### config.mk
export PLATFORM = sky130hd
export DESIGN_NAME = hazard_forward_unit
export DESIGN_NICKNAME = d
export VERILOG_FILES = /design/src/rtl/hfu_pkg.sv /design/src/rtl/hfu_stage_reg.sv /design/src/rtl/hazard_forward_unit.sv
export SDC_FILE = /design/constraint.sdc
export NUM_CORES = 1
export LEC_CHECK = 0
export BUFFER_PORTS_ARGS = -buffer_cell sky130_fd_sc_hd__buf_4
export CORE_UTILIZATION = 45
export CTS_BUF_LIST = sky130_fd_sc_hd__clkbuf_2 sky130_fd_sc_hd__clkbuf_4 sky130_fd_sc_hd__clkbuf_8
export CTS_CLUSTER_SIZE = 30
export DETAILED_ROUTE_END_ITERATION = 7
export PLACE_DENSITY_LB_ADDON = 0.1
export SYNTH_ARGS = -nofsm -noshare
export SYNTH_HDL_FRONTEND = slang
export SYNTH_SLANG_ARGS = --single-unit
### constraint.sdc
create_clock -name clk -period 4.23 [get_ports clk]
set_clock_uncertainty 0.05 [all_clocks]
set_input_delay 0.846 -clock clk [delete_from_list [all_inputs] [get_ports clk]]
set_output_delay 0.846 -clock clk [all_outputs]
set_load 0.02 [all_outputs]
### src/rtl/hfu_pkg.sv
// Shared definitions for the hazard/forwarding unit: forwarding select codes,
// FSM state codes and the layout of one scoreboard entry.
package hfu_pkg;

  // EX operand select encodings
  localparam logic [1:0] FWD_RF  = 2'b00;  // register file
  localparam logic [1:0] FWD_WB  = 2'b01;  // MEM/WB pipeline register
  localparam logic [1:0] FWD_MEM = 2'b10;  // EX/MEM pipeline register

  // Load-use stall FSM
  typedef enum logic {
    ST_RUN   = 1'b0,
    ST_STALL = 1'b1
  } hfu_state_e;

  // Bubble down-counter width; LOAD_STALL is at most 3
  localparam int BUB_W = 2;

  // Scoreboard entry layout: {rw[AW-1:0], valid, wr, load}
  localparam int SB_LOAD_W    = 1;
  localparam int SB_WR_W      = 1;
  localparam int SB_VALID_W   = 1;
  localparam int SB_CTRL_W    = SB_LOAD_W + SB_WR_W + SB_VALID_W;
  localparam int SB_LOAD_BIT  = 0;
  localparam int SB_WR_BIT    = 1;
  localparam int SB_VALID_BIT = 2;
  localparam int SB_RW_LSB    = 3;

endpackage

### src/rtl/hfu_stage_reg.sv
// One scoreboard entry. clear wins over load; an all-zero entry is invalid.
module hfu_stage_reg
  import hfu_pkg::*;
#(
  parameter int AW = 5
) (
  input  logic                    clk,
  input  logic                    rst_n,
  input  logic                    load,
  input  logic                    clear,
  input  logic [AW+SB_CTRL_W-1:0] d,
  output logic [AW+SB_CTRL_W-1:0] q
);

  // Entry register: reset/clear to invalid, otherwise capture on load
  always_ff @(posedge clk or negedge rst_n) begin
    if (!rst_n) begin
      q <= '0;
    end else if (clear) begin
      q <= '0;
    end else if (load) begin
      q <= d;
    end
  end

endmodule

### src/rtl/hazard_forward_unit.sv
// Load-use hazard detection and EX operand forwarding for a 5-stage pipeline.
// A three-entry scoreboard (EX, MEM, WB) shadows the destinations in flight.
// Forward selects are computed while an instruction is in ID and registered,
// so they are valid during its EX cycle.
// Handshake: there is no valid/ready pair here; stall_id and bubble_ex are
// combinational requests in the current cycle, flush is an unconditional
// kill of the instruction entering EX and always overrides a stall.
module hazard_forward_unit
  import hfu_pkg::*;
#(
  parameter int AW         = 5,
  parameter int LOAD_STALL = 1,
  parameter int CNT_W      = 16,
  parameter int ZERO_REG   = 1
) (
  input  logic             clk,
  input  logic             rst_n,
  input  logic             id_valid,
  input  logic [AW-1:0]    id_rs,
  input  logic [AW-1:0]    id_rt,
  input  logic [AW-1:0]    id_rw,
  input  logic             id_wr,
  input  logic             id_load,
  input  logic             flush,
  output logic             stall_id,
  output logic             bubble_ex,
  output logic [1:0]       fwd_a,
  output logic [1:0]       fwd_b,
  output logic [CNT_W-1:0] stall_cnt
);

  localparam int EW = AW + SB_CTRL_W;

  logic [EW-1:0]    id_ent;
  logic [EW-1:0]    ex_ent;
  logic [EW-1:0]    mem_ent;
  // A WB producer never forwards (the regfile writes before it reads), so
  // nothing consumes this entry; it is kept to complete the scoreboard.
  logic [EW-1:0]    wb_unused_ent;

  logic             ex_valid, ex_wr, ex_load;
  logic [AW-1:0]    ex_rw;
  logic             mem_valid, mem_wr;
  logic [AW-1:0]    mem_rw;

  logic             hazard;
  logic             stall_req;
  logic             ex_clear;
  hfu_state_e       state, state_next;
  logic [BUB_W-1:0] bub_cnt, bub_next;
  logic [1:0]       sel_a, sel_b;

  // src is produced by a stage entry; register 0 is exempt when ZERO_REG=1
  function automatic logic match(input logic [AW-1:0] src, input logic v,
                                 input logic wr, input logic [AW-1:0] rw);
    return v & wr & (src == rw) & ~((ZERO_REG != 0) & (src == '0));
  endfunction

  // Pack the ID instruction into scoreboard entry layout
  always_comb begin
    id_ent                   = '0;
    id_ent[SB_LOAD_BIT]      = id_load;
    id_ent[SB_WR_BIT]        = id_wr;
    id_ent[SB_VALID_BIT]     = id_valid;
    id_ent[EW-1:SB_RW_LSB]   = id_rw;
  end

  assign ex_valid  = ex_ent[SB_VALID_BIT];
  assign ex_wr     = ex_ent[SB_WR_BIT];
  assign ex_load   = ex_ent[SB_LOAD_BIT];
  assign ex_rw     = ex_ent[EW-1:SB_RW_LSB];
  assign mem_valid = mem_ent[SB_VALID_BIT];
  assign mem_wr    = mem_ent[SB_WR_BIT];
  assign mem_rw    = mem_ent[EW-1:SB_RW_LSB];

  // A stalled or flushed ID slot enters EX as a bubble
  assign ex_clear = stall_req | flush;

  hfu_stage_reg #(.AW(AW)) u_ex (
    .clk(clk), .rst_n(rst_n), .load(1'b1), .clear(ex_clear),
    .d(id_ent), .q(ex_ent)
  );

  hfu_stage_reg #(.AW(AW)) u_mem (
    .clk(clk), .rst_n(rst_n), .load(1'b1), .clear(1'b0),
    .d(ex_ent), .q(mem_ent)
  );

  hfu_stage_reg #(.AW(AW)) u_wb (
    .clk(clk), .rst_n(rst_n), .load(1'b1), .clear(1'b0),
    .d(mem_ent), .q(wb_unused_ent)
  );

  // Load in EX whose result the ID instruction needs
  assign hazard = id_valid & ex_load &
                  (match(id_rs, ex_valid, ex_wr, ex_rw) |
                   match(id_rt, ex_valid, ex_wr, ex_rw));

  // FSM state and bubble counter register
  always_ff @(posedge clk or negedge rst_n) begin
    if (!rst_n) begin
      state   <= ST_RUN;
      bub_cnt <= '0;
    end else begin
      state   <= state_next;
      bub_cnt <= bub_next;
    end
  end

  // FSM next state: flush aborts any stall; extra bubbles only when LOAD_STALL>1
  always_comb begin
    state_next = state;
    bub_next   = bub_cnt;
    if (flush) begin
      state_next = ST_RUN;
      bub_next   = '0;
    end else begin
      unique case (state)
        ST_RUN: begin
          if (hazard && (LOAD_STALL > 1)) begin
            state_next = ST_STALL;
            bub_next   = BUB_W'(LOAD_STALL - 1);
          end
        end
        ST_STALL: begin
          bub_next = bub_cnt - BUB_W'(1);
          if (bub_cnt <= BUB_W'(1)) begin
            state_next = ST_RUN;
          end
        end
        default: begin
          state_next = ST_RUN;
          bub_next   = '0;
        end
      endcase
    end
  end

  // FSM outputs: stall on a fresh hazard in RUN and on every STALL cycle
  always_comb begin
    stall_req = 1'b0;
    if (!flush) begin
      unique case (state)
        ST_RUN:   stall_req = hazard;
        ST_STALL: stall_req = 1'b1;
        default:  stall_req = 1'b0;
      endcase
    end
  end

  assign stall_id  = stall_req;
  assign bubble_ex = stall_req;

  // Operand selects for the ID instruction: newest non-load producer wins
  always_comb begin
    sel_a = FWD_RF;
    sel_b = FWD_RF;
    if (match(id_rs, ex_valid, ex_wr, ex_rw) && !ex_load) begin
      sel_a = FWD_MEM;
    end else if (match(id_rs, mem_valid, mem_wr, mem_rw)) begin
      sel_a = FWD_WB;
    end
    if (match(id_rt, ex_valid, ex_wr, ex_rw) && !ex_load) begin
      sel_b = FWD_MEM;
    end else if (match(id_rt, mem_valid, mem_wr, mem_rw)) begin
      sel_b = FWD_WB;
    end
  end

  // Register selects so they line up with the EX cycle; bubbles read regfile
  always_ff @(posedge clk or negedge rst_n) begin
    if (!rst_n) begin
      fwd_a <= FWD_RF;
      fwd_b <= FWD_RF;
    end else if (ex_clear || !id_valid) begin
      fwd_a <= FWD_RF;
      fwd_b <= FWD_RF;
    end else begin
      fwd_a <= sel_a;
      fwd_b <= sel_b;
    end
  end

  // Saturating count of cycles spent with ID held
  always_ff @(posedge clk or negedge rst_n) begin
    if (!rst_n) begin
      stall_cnt <= '0;
    end else if (stall_req && (stall_cnt != '1)) begin
      stall_cnt <= stall_cnt + CNT_W'(1);
    end
  end

endmodule
# [Yosys cells after proc, flatten, opt, wreduce, memory -nomap -nowiden]
# Cells that the tools add are included.
[totals] out_inout_bits=22 in_bits=21 elab_cells=55 reg_bits=39
[op_classes] addsub=2 bitwise_logic=17 reduce_logical=9 n_eq_ne=5 muxes=14 magnitude_cmp=1
[ops] cell="$eq 5x5->1" count=4
[ops] cell="$add 16x1->16 const B" count=1
[ops] cell="$ne 16x16->1 const B" count=1
[ops] cell="$and 1x1->1" count=12
[ops] cell="$mux 2" count=6
[ops] cell="$logic_not 5->1" count=2
[ops] cell="$mux 8" count=1
[ops] cell="$mux 1" count=6
[ops] cell="$logic_and 1x1->1" count=3
[ops] cell="$not 1->1" count=3
[ops] cell="$le 2x1->1 const B" count=1
[ops] cell="$logic_not 1->1" count=2
[ops] cell="$or 1x1->1" count=2
[ops] cell="$pmux 1 s2" count=1
[ops] cell="$reduce_bool 2->1" count=1
[ops] cell="$sub 2x1->2 const B" count=1
[ops] cell="$logic_or 1x1->1" count=1

# [Longest topological paths before layout]
# Gate-level depths: netlist of run 1.
[logic_depth] ltp_word=10 mapped_depth=7 depth_no_buf=7

# [Cells and area by module]
# From an unflattened synthesis of run 1, not the netlist that was laid out.
[hier_totals] hier_cells=191 hier_area_um2=2013.2
[modules_own_cells] module="hazard_forward_unit" seq_area_each_um2=575.6 area_each_um2=1362.6 cells_each=139 n_inst=1
[modules_own_cells] module="hfu_stage_reg" seq_area_each_um2=200.2 area_each_um2=325.3 cells_each=26 n_inst=2

# [Least setup slack after synthesis of run 1]
# No wires, ideal clock.
[synth_timing] path_type="input-to-output" from="input port id_rs[3]" to="output port stall_id" t_arrival_ns=2.235 path_buffers=1 cell_stages=7 setup_slack_ns=1.099 t_required_ns=3.334 cell_sequence="xor2_1 nor4_1 nand4_1 nand2_2 a31oi_4 nor2_1 buf_4"
[synth_between] elab_chain_len=7 word_cells_on_any_way=9 classes_between="1 x eq/ne; 2 x mux; 5 x bitwise; 1 x reduce/logical"
[synth_lines] item="start: declaration" line="hazard_forward_unit.sv:19" text="input logic [AW-1:0] id_rs,"
[synth_lines] item="$eq 5x5->1 / $logic_not 5->1 (equally long branches)" line="hazard_forward_unit.sv:56" text="return v & wr & (src == rw) & ~((ZERO_REG != 0) & (src == '0));"
[synth_lines] item="$and 1x1->1 / $not 1->1 (equally long branches)" line="hazard_forward_unit.sv:56"
[synth_lines] item="$and 1x1->1 *" line="hazard_forward_unit.sv:56"
[synth_lines] item="$or 1x1->1 *" line="hazard_forward_unit.sv:96" text="(match(id_rs, ex_valid, ex_wr, ex_rw) |"
[synth_lines] item="$and 1x1->1 *" line="hazard_forward_unit.sv:95" text="assign hazard = id_valid & ex_load &"
[synth_lines] item="$pmux 1 s2 *" line="hazard_forward_unit.sv:143" text="unique case (state)"
[synth_lines] item="$mux 1 *" line="hazard_forward_unit.sv:142" text="if (!flush) begin"
[synth_lines] item="end: declaration" line="hazard_forward_unit.sv:25" text="output logic stall_id,"
# Every way passes the cells marked *; elsewhere a longest branch is shown, timed or not.

# [Worst setup path in the final report of run 1]
# Ends and elaborated chain as after synthesis.

==> results.tsv, run 1 <==
stage	metric	value	unit
min_path	hold-path-cell-count	0	
worst_setup_path	regToRegSetupSlack	2030	ps
place	dp_cells	251	
worst_setup_path	crit_buf_inv	2	
final_layout	diodes	0	
sta	rsz0062_at_grt	no	
min_path	worstHoldStart	u_ex.q[1]	
yosys	yosys-top-cells-count	38 x dfrtp_1, 19 x xor2_1, 16 x xnor2_1	
yosys	seq_area_frac_synth	52.8	%
clocking	h-tree-depth	2	
die	io_pins	43	
place	port_buffers	42	
global_routing	grt_pass1_wl	5900	microns
worst_setup_path	path_cells	buf_4, xor2_1, nor4_1, nand4_1, nand2_2, a31oi_4, nor2_1, buf_4	
die	die_h	65.3	microns
sta	final-hold-violation-count	0	
sta	setup_tns	0	ps
worst_setup_path	r2r-start	u_ex.q[4]	
global_routing	grt.total_usage	19.0	%
sta	final-setup-viol-count	0	
worst_setup_path	worstSetupPathType	input pin to primary output	
clocking	post_cts_resized	0	
final_layout	finalInstanceArea	2270	sq um
clocking	numClockSinks	38	
worst_setup_path	cp_max_fo	6	
drt	vias	1316	
worst_setup_path	startpoint_type	input pin	
place	place.gp.congestion	0.781	
sta	final_max_slew_viol_count	0	
yosys	netlist_area	1800	sq um
drt	wirelength	3500	microns
worst_setup_path	crit_arrival	2250	ps
worst_setup_path	max_stage_delay	270	ps
min_path	worstHoldPathType	register to register	
die	start_util	48.1	%
global_routing	grt_max_degree	39	
min_path	holdPathEnd	u_mem.q[1]	
yosys	ys_types	32	
final_layout	drive_gt1_share	26.5	%
yosys	synth_nets	188	
flow_run	maxCapViolCount	0	
worst_setup_path	crit_required	3330	ps
final_layout	final_cells	259	
yosys	synth.most_common_cell	dfrtp_1	
yosys	yosysTopAreaCellShare	52.8	%
die	row_count	22	
place	place_area	2160	sq um
place	detailed_place_hpwl	2640	microns
yosys	synth-seq-cells	38	
clocking	post_cts_buffers	0	
drt	firstDrtPassIters	4	
yosys	async_flop_share	100	%
yosys	synth_edf_count	0	
drt	vias_per_cell	5.08	
yosys	synth.area.top_cells	dfrtp_1 53%, xor2_1 9.2%, xnor2_1 7.8%, nor3_1 3.1%, nand2_1 2.9%	
worst_setup_path	crit_family	simple AND/OR/NAND/NOR gates	
status	status	completed	
clocking	clk_latency	300	ps
final_layout	area_growth	25.8	%
clocking	clk_pin_slew_worst_paths	60	ps
global_routing	grt_pass1_vias	1275	
worst_setup_path	reg2reg_depth	7	
worst_setup_path	cp-end-kind	primary output	
global_routing	antenna_found_initial	0	
clocking	cts_buffers	5	
yosys	yosysTopAreaCell	dfrtp_1	
global_routing	grt_overflow	0	
sta	final.period_utilization	74.5	%
worst_setup_path	r2r-end	stall_cnt[12]	
sta	finalCriticalPeriod	3150	ps
drt	wl_per_cell	13.5	microns
yosys	syn_inst	165	
sta	setup_slack	1080	ps
power_and_ir_drop	p_per_area	317	nW/um^2
die	die_x	65.3	microns
drt	final_antenna_net_count	0	
yosys	postSynthAreaPerCell	10.9	sq um
clocking	clockBufferDepth	2	
worst_setup_path	crit_top_cell	buf_4	
worst_setup_path	slowest_stage	nor4_1	
power_and_ir_drop	peakVddDrop	0.208	mV
drt	drt_iter0_drc	56	
yosys	synth_flop_cell	dfrtp_1	
clocking	hold_buffers	0	
drt	drc	0	
sta	tightest_slew	873	ps
sta	maxSlewHeadroom	41.4	%
die	core	3740	sq um
clocking	clockRootBuffer	clkbuf_8	
sta	max_freq	317	MHz
power_and_ir_drop	leakagePower	1.07	nW
final_layout	final_nets	233	
place	pre_cts_slack	1070	ps
die	die_area	4260	sq um
yosys	yosys_warnings	0	
clocking	cts_tree	built	
power_and_ir_drop	p_total	0.719	mW
==> metal layers <==
layer | part of all wire [%] | global-route usage [%] | vias to the layer above | wire length [microns]
met1 | 47 | 23.6 | 626 | 1660
met3 | 4.6 | 6.42 | 6 | 161
met5 | 0 | 0 | - | 0
li1 | - | - | 653 | -
met4 | 1.7 | 8.15 | 0 | 60
met2 | 46 | 29.9 | 31 | 1610
==> area by class of cell <==
| cell class | count | area (sq um) |
|---|---|---|
| clock buffer | 8 | 110 |
| inverter | 3 | 11.3 |
| tap | 48 | 60.1 |
| sequential | 38 | 951 |
| multi-input combinational | 120 | 818 |
| timing repair buffer | 42 | 315 |
| fill | 342 | 1480 |
==> state kept, by name, indices dropped and copies added, names as in the netlist <==
name	flops
stall_cnt	16
state	1
bub_cnt	2
fwd_a	2
fwd_b	2
u_mem.q	7
u_ex.q	8
==> power by group <==
group,total [mW],switching (mW),leakage [nW],internal (mW)
Combinational,0.0523,0.0262,0.503,0.0261
Clock,0.288,0.124,0.0575,0.164
Sequential,0.379,0.00787,0.510,0.371
Total,0.719,0.158,1.07,0.561
==> through the flow <==
step / hold slack (ps) / util, %
finish: 338 / 60.5
global route: 361 / 60.5
CTS: 342 / 60.5
detailed placement: 314 / 57.6
global placement: 310 / 57.6
floorplan: 304 / -
==> worst max path at each step <==
stage,startpoint,end,slack (ps),depth (start not counted)
2_1_floorplan,id_rs[3],stall_id,1100,7
3_3_place_gp,id_rs[3],bubble_ex,1110,8
3_5_place_dp,id_rs[3],stall_id,1070,8
4_1_cts,id_rs[3],stall_id,1070,8
5_1_grt,id_rt[1],bubble_ex,920,8
6_report,id_rs[3],stall_id,1080,8
==> layout by cell type, fill, tap and decap left out, types with 3 or more instances in the layout <==
cell and n:
xnor2_1 16, buf_4 42, nand3_1 6, nand2_1 14, nor4_1 7, nand4_1 8
clkbuf_8 8, nor2_1 12, inv_1 3, and2_1 7, nor3_1 11, xor2_1 19
dfrtp_1 38
==> logic make-up after synthesis <==
group | count (synthesis) | share of synthesized area, %
AOI/OAI and AO/OA | 6 | 3.75
xor gates and xnor gates | 35 | 17.0
adders and majority gates | 2 | 1.39
buffers and inverters | 7 | 1.81
DFF | 38 | 52.8
muxes | 2 | 1.18
and+or+nand+nor | 75 | 22.1
Power figures use the tool's default switching activity.
==> inputs of run 2 (changes only) <==
==> constraint.sdc (replaced) <==
create_clock -name clk -period 2.7 [get_ports clk]
set_clock_uncertainty 0.05 [all_clocks]
set_input_delay 0.54 -clock clk [delete_from_list [all_inputs] [get_ports clk]]
set_output_delay 0.54 -clock clk [all_outputs]
set_load 0.02 [all_outputs]
==> run 2 against run 1 <==
  * Design area rose by 0.77%
  * Via count down 1.1%
  * Power is 56% higher
  * Count of clock-buffer cells in the layout unchanged
  * Combinational power increased by 56%
  * First-iteration DRC count is 21% higher
  * Global-route usage about the same
  * Sequential cell count stayed put
  * Die area unchanged
  * Setup slack worse by 840 ps
  * Hold slack worse by 190 ps
  * Utilization is 0.47 points higher
==> results.tsv, run 2 (same netlist as run 1, synthesis figures left out) <==
stage	metric	value	unit
status	status	completed	
worst_setup_path	cp-end-kind	primary output	
global_routing	grt_overflow	0	
final_layout	layout_common_cells	44 x buf_4, 38 x dfrtp_1, 19 x xor2_1	
sta	final-setup-viol-count	0	
worst_setup_path	crit_buf_inv	1	
sta	setup_tns	0	ps
clocking	cts_buffers	5	
final_layout	area_growth	26.7	%
final_layout	final_util	61.0	%
final_layout	top_register	stall_cnt	
min_path	worstHoldPathType	input pin to asynchronous set/reset pin	
clocking	clockRootBuffer	clkbuf_8	
die	core	3740	sq um
global_routing	grt_pass1_vias	1312	
sta	finalCriticalPeriod	2460	ps
sta	max_freq	406	MHz
die	die_x	65.3	microns
drt	vias_per_cell	4.98	
place	dp_cells	252	
global_routing	grt.total_usage	19.0	%
worst_setup_path	slowest_stage	dfrtp_1	
die	io_pins	43	
sta	tightest_slew	869	ps
place	port_buffers	42	
sta	final.period_utilization	91.3	%
drt	wirelength	3420	microns
final_layout	final_nets	235	
clocking	h-tree-depth	2	
place	place_area	2160	sq um
drt	wl_per_cell	13.1	microns
drt	vias	1301	
die	die_h	65.3	microns
global_routing	grt_pass1_wl	6040	microns
sta	maxSlewHeadroom	41.6	%
final_layout	diodes	0	
global_routing	grt_max_degree	39	
worst_setup_path	cp_max_fo	3	
place	detailed_place_hpwl	2630	microns
final_layout	largest_register_ffs	16	
global_routing	antenna_found_initial	0	
die	start_util	48.1	%
final_layout	final_common_cell	buf_4	
sta	hold_ws	150	ps
worst_setup_path	crit_required	2110	ps
worst_setup_path	path_cells	xor2_1, nor4_1, nand4_1, nand2_2, a31oi_4, nor2_2, buf_4	
worst_setup_path	startpoint_type	register	
die	die_area	4260	sq um
power_and_ir_drop	peakVddDrop	0.266	mV
worst_setup_path	regToRegSetupSlack	560	ps
drt	firstDrtPassIters	4	
power_and_ir_drop	leakagePower	1.08	nW
worst_setup_path	crit_arrival	1870	ps
drt	drc	0	
worst_setup_path	crit_family	simple AND/OR/NAND/NOR gates	
sta	final_max_slew_viol_count	0	
drt	final_antenna_net_count	0	
sta	final-hold-violation-count	0	
clocking	clk_pin_slew_worst_paths	70	ps
sta	rsz0062_at_grt	no	
drt	drt_iter0_drc	68	
clocking	clockBufferDepth	2	
clocking	clk_latency	290	ps
clocking	cts_tree	built	
die	row_count	22	
place	place.gp.congestion	0.800	
final_layout	finalInstanceArea	2280	sq um
power_and_ir_drop	p_per_area	490	nW/um^2
worst_setup_path	worstSetupPathType	register to primary output	
final_layout	final_cells	261	
final_layout	drive_gt1_share	27.7	%
worst_setup_path	reg2reg_depth	8	
clocking	numClockSinks	38	
worst_setup_path	max_stage_delay	430	ps
final_layout	reg_top3	stall_cnt (16), u_ex.q (8), u_mem.q (7)	
worst_setup_path	r2r-end	stall_cnt[14]	
flow_run	maxCapViolCount	0	
worst_setup_path	r2r-start	u_ex.q[4]	
==> run 2: changes by cell type in the layout (fill, tap and decap cells not counted), sizes merged <==
cell / before / now
buf: 42 / 44
==> run 2: final cells by class <==
type / count / area, sq um
repair buffers: 44 / 330
flip-flops and latches: 38 / 951
inverters: 3 / 11.3
multi-input cells: 120 / 821
clock buffers: 8 / 110
fillers: 344 / 1460
well taps: 48 / 60.1
==> run 2: where the power goes <==
group	internal, mW	total, mW	switching [mW]
logic	0.0411	0.0818	0.0408
registers	0.581	0.593	0.0122
clock network	0.258	0.444	0.186
total	0.880	1.12	0.239
==> run 2: metal layers <==
layer  share of wire [%]  wire, microns  up-vias  GRT usage (%)
met4                0.85             29        0           6.52
met5                   0              0        -              0
met2                  47           1600       28           29.1
met1                  48           1640      613           25.5
met3                 4.5            154        5           5.73
li1                    -              -      655              -
==> run 2: how the worst max path moves through the flow <==
stage,start,endpoint,slack (ps),cells after the start
2_1_floorplan,id_rs[3],stall_id,180,7
3_3_place_gp,id_rs[3],stall_id,270,8
3_5_place_dp,id_rs[0],u_ex.q[4],220,8
4_1_cts,u_ex.q[4],bubble_ex,130,7
5_1_grt,u_ex.q[4],bubble_ex,3,7
6_report,u_ex.q[4],bubble_ex,240,7
==> run 2: stage by stage <==
step	total power [mW]	setup slack, ps
floorplan	0.637	181
global placement	0.683	266
detailed placement	0.687	224
CTS	1.13	127
global route	1.17	2.70
finish	1.12	236
==> run 2: timing repair <==
item | in CTS | in global routing
resized for setup | 0 | 1
endpoints found under the setup margin | 0 | 2
hold buffers | 0 | 0
buffers inserted | 0 | 1
==> inputs of run 3 (changes only) <==
--- a/config.mk
+++ b/config.mk
@@ -11,6 +11,7 @@
 export CTS_CLUSTER_SIZE = 30
 export DETAILED_ROUTE_END_ITERATION = 7
 export PLACE_DENSITY_LB_ADDON = 0.1
+export REMOVE_ABC_BUFFERS = 1
 export SYNTH_ARGS = -nofsm -noshare
 export SYNTH_HDL_FRONTEND = slang
 export SYNTH_SLANG_ARGS = --single-unit
==> run 3 against run 2 <==
  * Cell count decreased by 0.38%
  * Critical path type unchanged
  * Power increased by 1.6%
  * Count of clock-buffer cells in the layout decreased by 3
==> results.tsv, run 3 (same netlist as run 1, synthesis figures left out) <==
stage	metric	value	unit
status	status	completed	
die	row_count	22	
clocking	cts_buffers	5	
drt	drc	0	
sta	setup_tns	0	ps
drt	final_antenna_net_count	0	
worst_setup_path	startpoint_type	register	
flow_run	maxCapViolCount	0	
sta	finalCriticalPeriod	2560	ps
sta	tightest_slew	843	ps
power_and_ir_drop	p_per_area	499	nW/um^2
power_and_ir_drop	peakVddDrop	0.359	mV
clocking	clk_latency	290	ps
drt	wirelength	3380	microns
sta	final.period_utilization	94.8	%
worst_setup_path	cp_max_fo	6	
drt	vias	1332	
power_and_ir_drop	power.switching	0.243	mW
clocking	clk_pin_slew_worst_paths	70	ps
global_routing	grt_overflow	0	
final_layout	final_cells	260	
clocking	cts_tree	built	
global_routing	antenna_found_initial	0	
place	place.gp.congestion	0.757	
worst_setup_path	r2r-end	stall_cnt[12]	
worst_setup_path	crit_arrival	1970	ps
global_routing	grt_pass1_wl	5930	microns
place	dp_cells	251	
power_and_ir_drop	leakagePower	1.08	nW
drt	wl_per_cell	13.0	microns
worst_setup_path	cp-end-kind	primary output	
drt	firstDrtPassIters	4	
drt	vias_per_cell	5.12	
clocking	numClockSinks	38	
final_layout	area_growth	26.5	%
final_layout	largest_register_ffs	16	
place	port_buffers	42	
min_path	worstHoldPathType	input pin to asynchronous set/reset pin	
final_layout	top_register	stall_cnt	
power_and_ir_drop	p_comb_share	7.2	%
final_layout	diodes	0	
clocking	clockRootBuffer	clkbuf_8	
sta	max_freq	391	MHz
final_layout	layout_common_cells	43 x buf_4, 38 x dfrtp_1, 19 x xor2_1	
die	core	3740	sq um
die	start_util	48.1	%
place	detailed_place_hpwl	2640	microns
global_routing	grt.total_usage	18.7	%
die	die_area	4260	sq um
worst_setup_path	crit_buf_inv	1	
power_and_ir_drop	intPower	0.893	mW
power_and_ir_drop	pwr-share-seq	52.2	%
sta	final-hold-violation-count	0	
worst_setup_path	crit_required	2110	ps
worst_setup_path	worstSetupPathType	register to primary output	
die	die_x	65.3	microns
power_and_ir_drop	p_clk_share	40.6	%
worst_setup_path	regToRegSetupSlack	520	ps
die	die_h	65.3	microns
final_layout	final_util	60.9	%
power_and_ir_drop	swShare	21.4	%
global_routing	grt_max_degree	39	
final_layout	drive_gt1_share	27.4	%
sta	final_max_slew_viol_count	0	
worst_setup_path	r2r-start	u_ex.q[4]	
global_routing	grt_pass1_vias	1316	
die	io_pins	43	
sta	final-setup-viol-count	0	
sta	maxSlewHeadroom	43.4	%
worst_setup_path	path_cells	xor2_1, nor4_1, nand4_1, nand2_4, a31oi_4, nor2_2, buf_4	
sta	setup_slack	140	ps
final_layout	final_nets	234	
place	pre_cts_slack	135	ps
worst_setup_path	crit_family	simple AND/OR/NAND/NOR gates	
worst_setup_path	slowest_stage	dfrtp_1	
final_layout	final_common_cell	buf_4	
clocking	clockBufferDepth	2	
worst_setup_path	reg2reg_depth	7	
worst_setup_path	max_stage_delay	430	ps
drt	drt_iter0_drc	70	
final_layout	reg_top3	stall_cnt (16), u_ex.q (8), u_mem.q (7)	
clocking	h-tree-depth	2	
sta	rsz0062_at_grt	no	
run 3: cell types whose count changed in the layout (fill, tap and decap cells not counted), sizes merged:
cell    change
bufinv      +1
clkbuf      -3
clkinv      +2
buf         -1
run 3: power by group through the flow:
stage          Sequential [mW]  Clock [mW]  Combinational [mW]
4_1_cts                  0.593       0.476              0.0834
3_5_place_dp             0.604           0              0.0833
6_report                 0.593       0.462              0.0817
5_1_grt                  0.595       0.494              0.0905
3_3_place_gp             0.604           0              0.0791
2_1_floorplan            0.601           0              0.0333
run 3: what timing repair did:
item,CTS,global route
resized for setup,0,2
hold buffers,0,0
endpoints found under the setup margin,0,2
buffers inserted,0,1
run 3: how the worst max path moves through the flow:
stage | to | cells past startpoint | from
floorplan | bubble_ex | 6 | id_rs[3]
global placement | bubble_ex | 8 | id_rt[1]
detailed placement | bubble_ex | 8 | id_rs[3]
CTS | bubble_ex | 7 | u_ex.q[4]
global route | bubble_ex | 7 | u_ex.q[4]
finish | bubble_ex | 7 | u_ex.q[4]
run 3: metrics by stage:
stage / power [mW] / area, sq um / hold slack, ps
final: 1.14 / 2280 / 148
after global placement: 0.683 / 2160 / 310
after CTS: 1.15 / 2260 / 165
after floorplan: 0.635 / 1780 / 194
after global routing: 1.18 / 2280 / 182
after detailed placement: 0.687 / 2160 / 312
run 3: cell type report:
cell class              instances  area, sq um
flip-flops and latches         38          951
inverters                       3         11.3
clock buffers                   5         68.8
well taps                      48         60.1
fillers                       340         1460
clock inverters                 3         40.0
repair buffers                 43          323
multi-input cells             120          826
run 3: metal layers:
metal	vias up	share of wire [%]	track usage (%)
met3	3	5.0	5.38
met1	637	46	24.8
li1	657	-	-
met2	35	47	28.6
met4	0	1.1	7.34
met5	-	0	0
